<file path="config.mk">
export PLATFORM = sky130hd
export DESIGN_NAME = hazard_unit_flat
export DESIGN_NICKNAME = d
export VERILOG_FILES = /design/src/rtl/hazard_if.sv /design/src/rtl/hazard_unit.sv /design/src/flat_wrapper.sv
export SDC_FILE = /design/constraint.sdc
export NUM_CORES = 1
export LEC_CHECK = 0
export ABC_AREA = 1
export ABC_CLOCK_PERIOD_IN_PS = 1900
export BUFFER_PORTS_ARGS = -buffer_cell sky130_fd_sc_hd__buf_2
export CORE_ASPECT_RATIO = 0.75
export CORE_MARGIN = 2
export CORE_UTILIZATION = 45
export DETAILED_ROUTE_END_ITERATION = 12
export MAX_ROUTING_LAYER = met4
export PLACE_DENSITY = 0.78
export REMOVE_ABC_BUFFERS = 1
export SYNTH_ARGS = -nofsm -noshare
export SYNTH_HDL_FRONTEND = slang
export SYNTH_SLANG_ARGS = --single-unit
</file>
<file path="constraint.sdc">
create_clock -name clk -period 1.9 [get_ports clk]
set_input_delay 0.095 -clock clk [delete_from_list [all_inputs] [get_ports clk]]
set_output_delay 0.095 -clock clk [all_outputs]
set_load 0.05 [all_outputs]
</file>
<file path="src/rtl/hazard_if.sv">
// Pipeline-side bundle between the 5-stage datapath (master) and the hazard unit (slave).
interface hazard_if #(
    parameter int unsigned RW = 5,
    parameter int unsigned CW = 16
);
    logic [RW-1:0] ID_rs, ID_rt, ID_RW;
    logic          ID_rs_used, ID_rt_used, ID_regwe, ID_branch, ID_longop;
    logic [RW-1:0] EX_rs, EX_rt, EX_RW;
    logic          EX_regwe, EX_memread;
    logic [RW-1:0] MEM_rt, MEM_RW;
    logic          MEM_regwe, MEM_memread, MEM_ramwe;
    logic [RW-1:0] WB_RW;
    logic          WB_regwe;
    logic          mem_ready;

    logic [1:0]    ID_forwardA, ID_forwardB;
    logic [1:0]    EX_forwardA, EX_forwardB;
    logic          MEM_forward;
    logic          stall, bubble, freeze;
    logic          long_issue, long_busy, long_done;
    logic [CW-1:0] stall_cycles;

    modport master (
        output ID_rs, ID_rt, ID_RW, ID_rs_used, ID_rt_used, ID_regwe, ID_branch, ID_longop,
        output EX_rs, EX_rt, EX_RW, EX_regwe, EX_memread,
        output MEM_rt, MEM_RW, MEM_regwe, MEM_memread, MEM_ramwe,
        output WB_RW, WB_regwe, mem_ready,
        input  ID_forwardA, ID_forwardB, EX_forwardA, EX_forwardB, MEM_forward,
        input  stall, bubble, freeze, long_issue, long_busy, long_done, stall_cycles
    );

    modport slave (
        input  ID_rs, ID_rt, ID_RW, ID_rs_used, ID_rt_used, ID_regwe, ID_branch, ID_longop,
        input  EX_rs, EX_rt, EX_RW, EX_regwe, EX_memread,
        input  MEM_rt, MEM_RW, MEM_regwe, MEM_memread, MEM_ramwe,
        input  WB_RW, WB_regwe, mem_ready,
        output ID_forwardA, ID_forwardB, EX_forwardA, EX_forwardB, MEM_forward,
        output stall, bubble, freeze, long_issue, long_busy, long_done, stall_cycles
    );
endinterface

</file>
<file path="src/rtl/hazard_unit.sv">
// Forwarding selects, load-use/branch/memory stalls and a single-entry scoreboard
// for the non-pipelined long-latency unit of the 5-stage pipeline.
module hazard_unit #(
    parameter int unsigned REG_ADDR_WIDTH = 5,
    parameter int unsigned LONG_LATENCY   = 4,
    parameter int unsigned BRANCH_IN_ID   = 1,
    parameter int unsigned CNT_WIDTH      = 16
) (
    input logic     clk,
    input logic     rst,
    hazard_if.slave hz_io
);
    localparam int unsigned RW    = REG_ADDR_WIDTH;
    localparam int unsigned LAT_W = (LONG_LATENCY > 2) ? $clog2(LONG_LATENCY) : 1;
    localparam logic        BR_EN = (BRANCH_IN_ID != 0);

    typedef enum logic {IDLE, BUSY} state_e;

    state_e               state_q, state_d;
    logic [LAT_W-1:0]     cnt_q, cnt_d;
    logic [RW-1:0]        pend_rw_q, pend_rw_d;
    logic [CNT_WIDTH-1:0] stall_cnt_q, stall_cnt_d;

    logic long_busy, long_done, long_issue;
    logic rs_op, rt_op, hz_load, hz_branch, hz_long, freeze, stall;
    logic [1:0] id_fwd_a, id_fwd_b;

    function automatic logic eq_nz(input logic [RW-1:0] a, input logic [RW-1:0] b);
        return (a != '0) && (a == b);
    endfunction

    // EX and store-data forwarding: the younger producer in MEM wins over WB
    assign hz_io.EX_forwardA = (hz_io.MEM_regwe && eq_nz(hz_io.EX_rs, hz_io.MEM_RW)) ? 2'b10 :
                               (hz_io.WB_regwe  && eq_nz(hz_io.EX_rs, hz_io.WB_RW))  ? 2'b01 : 2'b00;
    assign hz_io.EX_forwardB = (hz_io.MEM_regwe && eq_nz(hz_io.EX_rt, hz_io.MEM_RW)) ? 2'b10 :
                               (hz_io.WB_regwe  && eq_nz(hz_io.EX_rt, hz_io.WB_RW))  ? 2'b01 : 2'b00;
    assign hz_io.MEM_forward = hz_io.WB_regwe & hz_io.MEM_ramwe & eq_nz(hz_io.MEM_rt, hz_io.WB_RW);

    // ID forwarding for early branch resolution; a load in MEM has no data yet
    assign id_fwd_a = (long_done && eq_nz(pend_rw_q, hz_io.ID_rs)) ? 2'b11 :
                      (hz_io.MEM_regwe && !hz_io.MEM_memread && eq_nz(hz_io.ID_rs, hz_io.MEM_RW)) ? 2'b10 :
                      (hz_io.WB_regwe && eq_nz(hz_io.ID_rs, hz_io.WB_RW)) ? 2'b01 : 2'b00;
    assign id_fwd_b = (long_done && eq_nz(pend_rw_q, hz_io.ID_rt)) ? 2'b11 :
                      (hz_io.MEM_regwe && !hz_io.MEM_memread && eq_nz(hz_io.ID_rt, hz_io.MEM_RW)) ? 2'b10 :
                      (hz_io.WB_regwe && eq_nz(hz_io.ID_rt, hz_io.WB_RW)) ? 2'b01 : 2'b00;
    assign hz_io.ID_forwardA = BR_EN ? id_fwd_a : 2'b00;
    assign hz_io.ID_forwardB = BR_EN ? id_fwd_b : 2'b00;

    assign rs_op = hz_io.ID_rs_used & (hz_io.ID_rs != '0);
    assign rt_op = hz_io.ID_rt_used & (hz_io.ID_rt != '0);

    assign hz_load   = hz_io.EX_memread & ((rs_op && hz_io.ID_rs == hz_io.EX_RW) ||
                                           (rt_op && hz_io.ID_rt == hz_io.EX_RW));
    assign hz_branch = BR_EN & hz_io.ID_branch &
                       ((hz_io.EX_regwe   && ((rs_op && hz_io.ID_rs == hz_io.EX_RW) ||
                                              (rt_op && hz_io.ID_rt == hz_io.EX_RW))) ||
                        (hz_io.MEM_memread && ((rs_op && hz_io.ID_rs == hz_io.MEM_RW) ||
                                               (rt_op && hz_io.ID_rt == hz_io.MEM_RW))));
    // A second long op must wait: the unit is not pipelined
    assign hz_long   = long_busy & ~long_done &
                       (eq_nz(pend_rw_q, rs_op ? hz_io.ID_rs : '0) ||
                        eq_nz(pend_rw_q, rt_op ? hz_io.ID_rt : '0) ||
                        (hz_io.ID_regwe && eq_nz(pend_rw_q, hz_io.ID_RW)) ||
                        hz_io.ID_longop);

    assign freeze     = (hz_io.MEM_memread | hz_io.MEM_ramwe) & ~hz_io.mem_ready;
    assign stall      = freeze | hz_load | hz_branch | hz_long;
    assign long_issue = hz_io.ID_longop & ~stall;

    assign hz_io.freeze       = freeze;
    assign hz_io.stall        = stall;
    assign hz_io.bubble       = stall & ~freeze;
    assign hz_io.long_issue   = long_issue;
    assign hz_io.long_busy    = long_busy;
    assign hz_io.long_done    = long_done;
    assign hz_io.stall_cycles = stall_cnt_q;

    // Scoreboard state register
    always_ff @(posedge clk or posedge rst) begin
        if (rst) begin
            state_q   <= IDLE;
            cnt_q     <= '0;
            pend_rw_q <= '0;
        end else begin
            state_q   <= state_d;
            cnt_q     <= cnt_d;
            pend_rw_q <= pend_rw_d;
        end
    end

    // Scoreboard next state; the countdown keeps running through freezes
    always_comb begin
        state_d   = state_q;
        cnt_d     = cnt_q;
        pend_rw_d = pend_rw_q;
        unique case (state_q)
            IDLE: begin
                if (long_issue) begin
                    state_d   = BUSY;
                    cnt_d     = LAT_W'(LONG_LATENCY - 1);
                    pend_rw_d = hz_io.ID_RW;
                end
            end
            BUSY: begin
                if (cnt_q != '0) begin
                    cnt_d = cnt_q - LAT_W'(1);
                end else if (long_issue) begin
                    cnt_d     = LAT_W'(LONG_LATENCY - 1);
                    pend_rw_d = hz_io.ID_RW;
                end else begin
                    state_d = IDLE;
                end
            end
            default: state_d = IDLE;
        endcase
    end

    // Scoreboard outputs
    always_comb begin
        long_busy = 1'b0;
        long_done = 1'b0;
        if (state_q == BUSY) begin
            long_busy = 1'b1;
            long_done = (cnt_q == '0);
        end
    end

    assign stall_cnt_d = (stall && !(&stall_cnt_q)) ? stall_cnt_q + CNT_WIDTH'(1) : stall_cnt_q;

    always_ff @(posedge clk or posedge rst) begin
        if (rst) stall_cnt_q <= '0;
        else     stall_cnt_q <= stall_cnt_d;
    end
endmodule

</file>
<file path="src/flat_wrapper.sv">
// flat-port wrapper written by rule: the top's interface ports become plain ports
module hazard_unit_flat 
#(
    parameter int unsigned REG_ADDR_WIDTH = 5,
    parameter int unsigned LONG_LATENCY   = 4,
    parameter int unsigned BRANCH_IN_ID   = 1,
    parameter int unsigned CNT_WIDTH      = 16
)
  (clk, rst, hz_io_ID_rs, hz_io_ID_rt, hz_io_ID_RW, hz_io_ID_rs_used, hz_io_ID_rt_used, hz_io_ID_regwe, hz_io_ID_branch, hz_io_ID_longop, hz_io_EX_rs, hz_io_EX_rt, hz_io_EX_RW, hz_io_EX_regwe, hz_io_EX_memread, hz_io_MEM_rt, hz_io_MEM_RW, hz_io_MEM_regwe, hz_io_MEM_memread, hz_io_MEM_ramwe, hz_io_WB_RW, hz_io_WB_regwe, hz_io_mem_ready, hz_io_ID_forwardA, hz_io_ID_forwardB, hz_io_EX_forwardA, hz_io_EX_forwardB, hz_io_MEM_forward, hz_io_stall, hz_io_bubble, hz_io_freeze, hz_io_long_issue, hz_io_long_busy, hz_io_long_done, hz_io_stall_cycles);
  hazard_if #(.RW((5)), .CW((16))) hz_io_i ();
  input logic clk;
  input logic rst;
  input wire logic [$bits(hz_io_i.ID_rs)-1:0] hz_io_ID_rs;
  input wire logic [$bits(hz_io_i.ID_rt)-1:0] hz_io_ID_rt;
  input wire logic [$bits(hz_io_i.ID_RW)-1:0] hz_io_ID_RW;
  input wire logic [$bits(hz_io_i.ID_rs_used)-1:0] hz_io_ID_rs_used;
  input wire logic [$bits(hz_io_i.ID_rt_used)-1:0] hz_io_ID_rt_used;
  input wire logic [$bits(hz_io_i.ID_regwe)-1:0] hz_io_ID_regwe;
  input wire logic [$bits(hz_io_i.ID_branch)-1:0] hz_io_ID_branch;
  input wire logic [$bits(hz_io_i.ID_longop)-1:0] hz_io_ID_longop;
  input wire logic [$bits(hz_io_i.EX_rs)-1:0] hz_io_EX_rs;
  input wire logic [$bits(hz_io_i.EX_rt)-1:0] hz_io_EX_rt;
  input wire logic [$bits(hz_io_i.EX_RW)-1:0] hz_io_EX_RW;
  input wire logic [$bits(hz_io_i.EX_regwe)-1:0] hz_io_EX_regwe;
  input wire logic [$bits(hz_io_i.EX_memread)-1:0] hz_io_EX_memread;
  input wire logic [$bits(hz_io_i.MEM_rt)-1:0] hz_io_MEM_rt;
  input wire logic [$bits(hz_io_i.MEM_RW)-1:0] hz_io_MEM_RW;
  input wire logic [$bits(hz_io_i.MEM_regwe)-1:0] hz_io_MEM_regwe;
  input wire logic [$bits(hz_io_i.MEM_memread)-1:0] hz_io_MEM_memread;
  input wire logic [$bits(hz_io_i.MEM_ramwe)-1:0] hz_io_MEM_ramwe;
  input wire logic [$bits(hz_io_i.WB_RW)-1:0] hz_io_WB_RW;
  input wire logic [$bits(hz_io_i.WB_regwe)-1:0] hz_io_WB_regwe;
  input wire logic [$bits(hz_io_i.mem_ready)-1:0] hz_io_mem_ready;
  output wire logic [$bits(hz_io_i.ID_forwardA)-1:0] hz_io_ID_forwardA;
  output wire logic [$bits(hz_io_i.ID_forwardB)-1:0] hz_io_ID_forwardB;
  output wire logic [$bits(hz_io_i.EX_forwardA)-1:0] hz_io_EX_forwardA;
  output wire logic [$bits(hz_io_i.EX_forwardB)-1:0] hz_io_EX_forwardB;
  output wire logic [$bits(hz_io_i.MEM_forward)-1:0] hz_io_MEM_forward;
  output wire logic [$bits(hz_io_i.stall)-1:0] hz_io_stall;
  output wire logic [$bits(hz_io_i.bubble)-1:0] hz_io_bubble;
  output wire logic [$bits(hz_io_i.freeze)-1:0] hz_io_freeze;
  output wire logic [$bits(hz_io_i.long_issue)-1:0] hz_io_long_issue;
  output wire logic [$bits(hz_io_i.long_busy)-1:0] hz_io_long_busy;
  output wire logic [$bits(hz_io_i.long_done)-1:0] hz_io_long_done;
  output wire logic [$bits(hz_io_i.stall_cycles)-1:0] hz_io_stall_cycles;
  assign hz_io_i.ID_rs = hz_io_ID_rs;
  assign hz_io_i.ID_rt = hz_io_ID_rt;
  assign hz_io_i.ID_RW = hz_io_ID_RW;
  assign hz_io_i.ID_rs_used = hz_io_ID_rs_used;
  assign hz_io_i.ID_rt_used = hz_io_ID_rt_used;
  assign hz_io_i.ID_regwe = hz_io_ID_regwe;
  assign hz_io_i.ID_branch = hz_io_ID_branch;
  assign hz_io_i.ID_longop = hz_io_ID_longop;
  assign hz_io_i.EX_rs = hz_io_EX_rs;
  assign hz_io_i.EX_rt = hz_io_EX_rt;
  assign hz_io_i.EX_RW = hz_io_EX_RW;
  assign hz_io_i.EX_regwe = hz_io_EX_regwe;
  assign hz_io_i.EX_memread = hz_io_EX_memread;
  assign hz_io_i.MEM_rt = hz_io_MEM_rt;
  assign hz_io_i.MEM_RW = hz_io_MEM_RW;
  assign hz_io_i.MEM_regwe = hz_io_MEM_regwe;
  assign hz_io_i.MEM_memread = hz_io_MEM_memread;
  assign hz_io_i.MEM_ramwe = hz_io_MEM_ramwe;
  assign hz_io_i.WB_RW = hz_io_WB_RW;
  assign hz_io_i.WB_regwe = hz_io_WB_regwe;
  assign hz_io_i.mem_ready = hz_io_mem_ready;
  assign hz_io_ID_forwardA = hz_io_i.ID_forwardA;
  assign hz_io_ID_forwardB = hz_io_i.ID_forwardB;
  assign hz_io_EX_forwardA = hz_io_i.EX_forwardA;
  assign hz_io_EX_forwardB = hz_io_i.EX_forwardB;
  assign hz_io_MEM_forward = hz_io_i.MEM_forward;
  assign hz_io_stall = hz_io_i.stall;
  assign hz_io_bubble = hz_io_i.bubble;
  assign hz_io_freeze = hz_io_i.freeze;
  assign hz_io_long_issue = hz_io_i.long_issue;
  assign hz_io_long_busy = hz_io_i.long_busy;
  assign hz_io_long_done = hz_io_i.long_done;
  assign hz_io_stall_cycles = hz_io_i.stall_cycles;
  hazard_unit #(.REG_ADDR_WIDTH(REG_ADDR_WIDTH), .LONG_LATENCY(LONG_LATENCY), .BRANCH_IN_ID(BRANCH_IN_ID), .CNT_WIDTH(CNT_WIDTH)) u_core (.clk(clk), .rst(rst), .hz_io(hz_io_i));
endmodule
</file>
==> results.md <==
- Vias per std cell: roughly 5.8
- Yosys warns: 0
- R2R setup slack: -0.16 ns
- I/O pins: 90
- Psw: 0.00189 W
- Placement Setup Slack: 0.0447 ns
- Slowest stage delay, CP: 0.47 ns
- Cell Area, Synth: 2790 um^2
- Seq pwr share: 24.1%
- Clk buf depth: 2
- Share of cells above drive strength 1: a little under two fifths
- Synth Area in XOR/XNOR: 13.5%
- Average wire per standard cell: 16.8 um
- Largest net degree at the start of global routing: 25
- PD cells: between 900 and 1000 nW/um^2
- Most common cell in the synthesized netlist: nand2_1
- Root Buffer Master: clkbuf_8
- Layout area overhead: 34.9%
- Failing checks: setup timing
- WHS Endpoint: u_core.pend_rw_q[0]
- Sequential element share of the synthesized area: 21.5%
- Utilization after layout: 63.9%
- Clock Power Share: 8.5%
- DRT iter0 DRCs: ~530
- Die area: 6850 um^2
- Number of global-route vias before repair: 3007
- TritonRoute pass-1 iters: 6
- EDFF count, synth: 0
- Fin crit period: 2.14 ns
- Drt drc: 0
- Design area: 3760 um^2
- CP Max Fanout: 6
- Final Hold Vio Count: 0
- Simple-Gate Fraction of Synth Area: 43.7%
- Pint: 0.00174 W
- HPWL after DPL: approximately 7.1 mm
- Main combinational cell family by area after synthesis: simple AND/OR/NAND/NOR gates
- Post-route ant nets: 0
- Antenna cells: 0
- Hold path start: hz_io_ID_RW[0]
- Crit path capture type: output port
- GRT Total Usage: roughly 28%
- Placed cell area: 3290 um^2
- Least-Margin Pin Slew: 0.468 ns
- Reg-to-reg startpoint: u_core.pend_rw_q[2]
- Cell mode on critical path: nor2_1
- Max cap viols: 0
- Cell Chain, Critical Path: nor2_4 > nor2_1 > nor2_1 > nand3_1 > nor2_1 > nand3_1 > nand4_2 > nand2_4 > a21oi_4 > buf_6
- Clk slew on worst S/H paths: 0.08 ns
- Setup CP Type: register to output port
- FF-to-FF path depth: 13
- WP data required: 1.80 ns
- Gpl congestion: 0.964
- Rows: 24
- Htree depth: 1
- Global-route wire length before repair: 14.7 mm
- Final WL: ~10 mm
- PnR worst setup slack: -0.239 ns
- Syn Inst Count: approximately 420
- Yosys top cell area share: a little over a fifth
- Synthesized area per cell: 6.61 um^2
- Crit-path slowest cell: dfrtp_2
- Fin. max-slew vios: 0
- Final setup viols: 27
- CTS tree: yes
- Nets: 595
- Worst-Skew Late Latency: 0.27 ns
- DR vias: 3530
- Post-synth top flop: dfrtp_1
- Die H: 72.2 um
- Clock Sinks: 24
- Most frequent cells after synthesis: nand2_1, inv_1, nand3_1
- Final setup skew: 0.00545 ns
- Synth Area in Compound Gates: 9.20%
- Die X: 94.9 um
- Status: finished, violations left
- Cell taking the most area after synthesis: dfrtp_1
- Core footprint: 5890 um^2
- Final hold slack: 0.104 ns
- Hold Path Depth: 3
- Fmax: 467 MHz
- Seq cells post-synth: 24
- Initial Utilization: between 40% and 50%
- VDD IR max: 0.000430 V
- Headroom to the max-slew limit: 68.5%
- Crit start category: register
- Tcrit/Tclk final: 113%
- Combinational share of power: approximately two thirds
- Worst R2R End: u_core.pend_rw_q[4]
- Post-synthesis mux area share: 0%
- Port Buf Inserts: 89
- Static leakage power: 1.98 nW
- Synth Area in Adders: 0.449%
- Initial antenna violation count: 0
- Netlist cell types: 39
- Switching share of power: 52.0%
- CTS buffer count: 3
- RSZ-0062 raised after global routing: true
- Gr ovfl total: 0
- HP Class: input port to register
- Pwr Total: 0.00363 W
- Fraction of registers with async set/reset: between 90% and 100%
- Crit path DAT: 2.04 ns
- Top cells by area, synth: dfrtp_1, nand2_1, xor2_1, inv_1, nand3_1
-- sequential cells by signal, summed over array words and instances, names as in the netlist --
register,count
u_core.cnt_q,2
u_core.state_q,1
u_core.pend_rw_q,5
u_core.hz_io.stall_cycles,16
-- metrics by stage --
step,TNS [ns],instances
4_1_cts,-0.0724,599
5_1_grt,-5.38,611
6_report,-3.41,611
2_1_floorplan,-5.28,411
3_5_place_dp,0,584
3_3_place_gp,0,584
-- per-layer routing --
metal	vias to the layer above	GRT usage (%)	wire [um]
met1	1596	41.0	4220
li1	1613	-	-
met3	44	7.27	1410
met2	277	40.5	4380
met5	-	-	0
met4	0	3.86	225
-- what timing repair did --
item | 4_1_cts | 5_1_grt
gates cloned | 0 | 2
resized for setup | 25 | 39
endpoints found under the hold margin | 24 | 0
pin swaps | 5 | 15
buffers inserted | 11 | 12
setup endpoints to repair | 5 | 31
hold buffers | 1 | 0
-- worst max-delay path by stage --
| stage | slack (ns) | from | cells past startpoint | endpoint |
|---|---|---|---|---|
| after floorplan | -0.77 | hz_io_MEM_RW[2] | 4 | hz_io_EX_forwardB[0] |
| after global placement | 0.08 | u_core.pend_rw_q[1] | 8 | hz_io_long_issue |
| after detailed placement | 0.04 | u_core.pend_rw_q[4] | 13 | u_core.hz_io.stall_cycles[15] |
| after CTS | -0.04 | u_core.pend_rw_q[3] | 10 | hz_io_bubble |
| after global routing | -0.32 | u_core.pend_rw_q[2] | 10 | hz_io_bubble |
| final | -0.24 | u_core.pend_rw_q[2] | 10 | hz_io_bubble |
-- power groups by stage --
stage               logic [W]  registers [W]  clock network, W
floorplan             0.00103        0.00104                 0
global placement      0.00167       0.000852                 0
detailed placement    0.00170       0.000861                 0
CTS                   0.00195       0.000868          0.000310
global route          0.00259       0.000901          0.000340
finish                0.00245       0.000874          0.000308
-- worst max-delay path, delay by kind of cell, from the launching register on --
family / cells / cell delay [ns]
and+or+nand+nor: 8 / 0.98
DFF: 1 / 0.47
AOI/OAI and AO/OA: 1 / 0.17
buffers and inverters: 1 / 0.17
-- kinds of logic (layout without fill, tap and decap cells) --
logic type | Yosys count | in the layout
compound gates | 40 | 40
xor+xnor | 43 | 43
fa+ha+maj | 1 | 1
buf+inv | 71 | 181
flops | 24 | 24
simple gates | 243 | 244
-- cell type report --
type,count,area (um^2)
fillers,519,2120
multi-input cells,328,2010
repair buffers,118,778
flip-flops and latches,24,606
inverters,60,225
well taps,78,97.6
clock buffers,3,41.3
-- cell usage in the layout, fill, tap and decap left out, types with 10 or more instances in the layout --
cell type	instances
nand2_1	88
buf_2	82
inv_1	50
nor2_1	31
nand3_1	30
nand2_2	28
xor2_1	25
buf_4	22
dfrtp_1	20
xnor2_1	18
nand4_1	16
nand3_2	10
inv_2	10
Note: power is estimated with default switching activity, not from simulation.
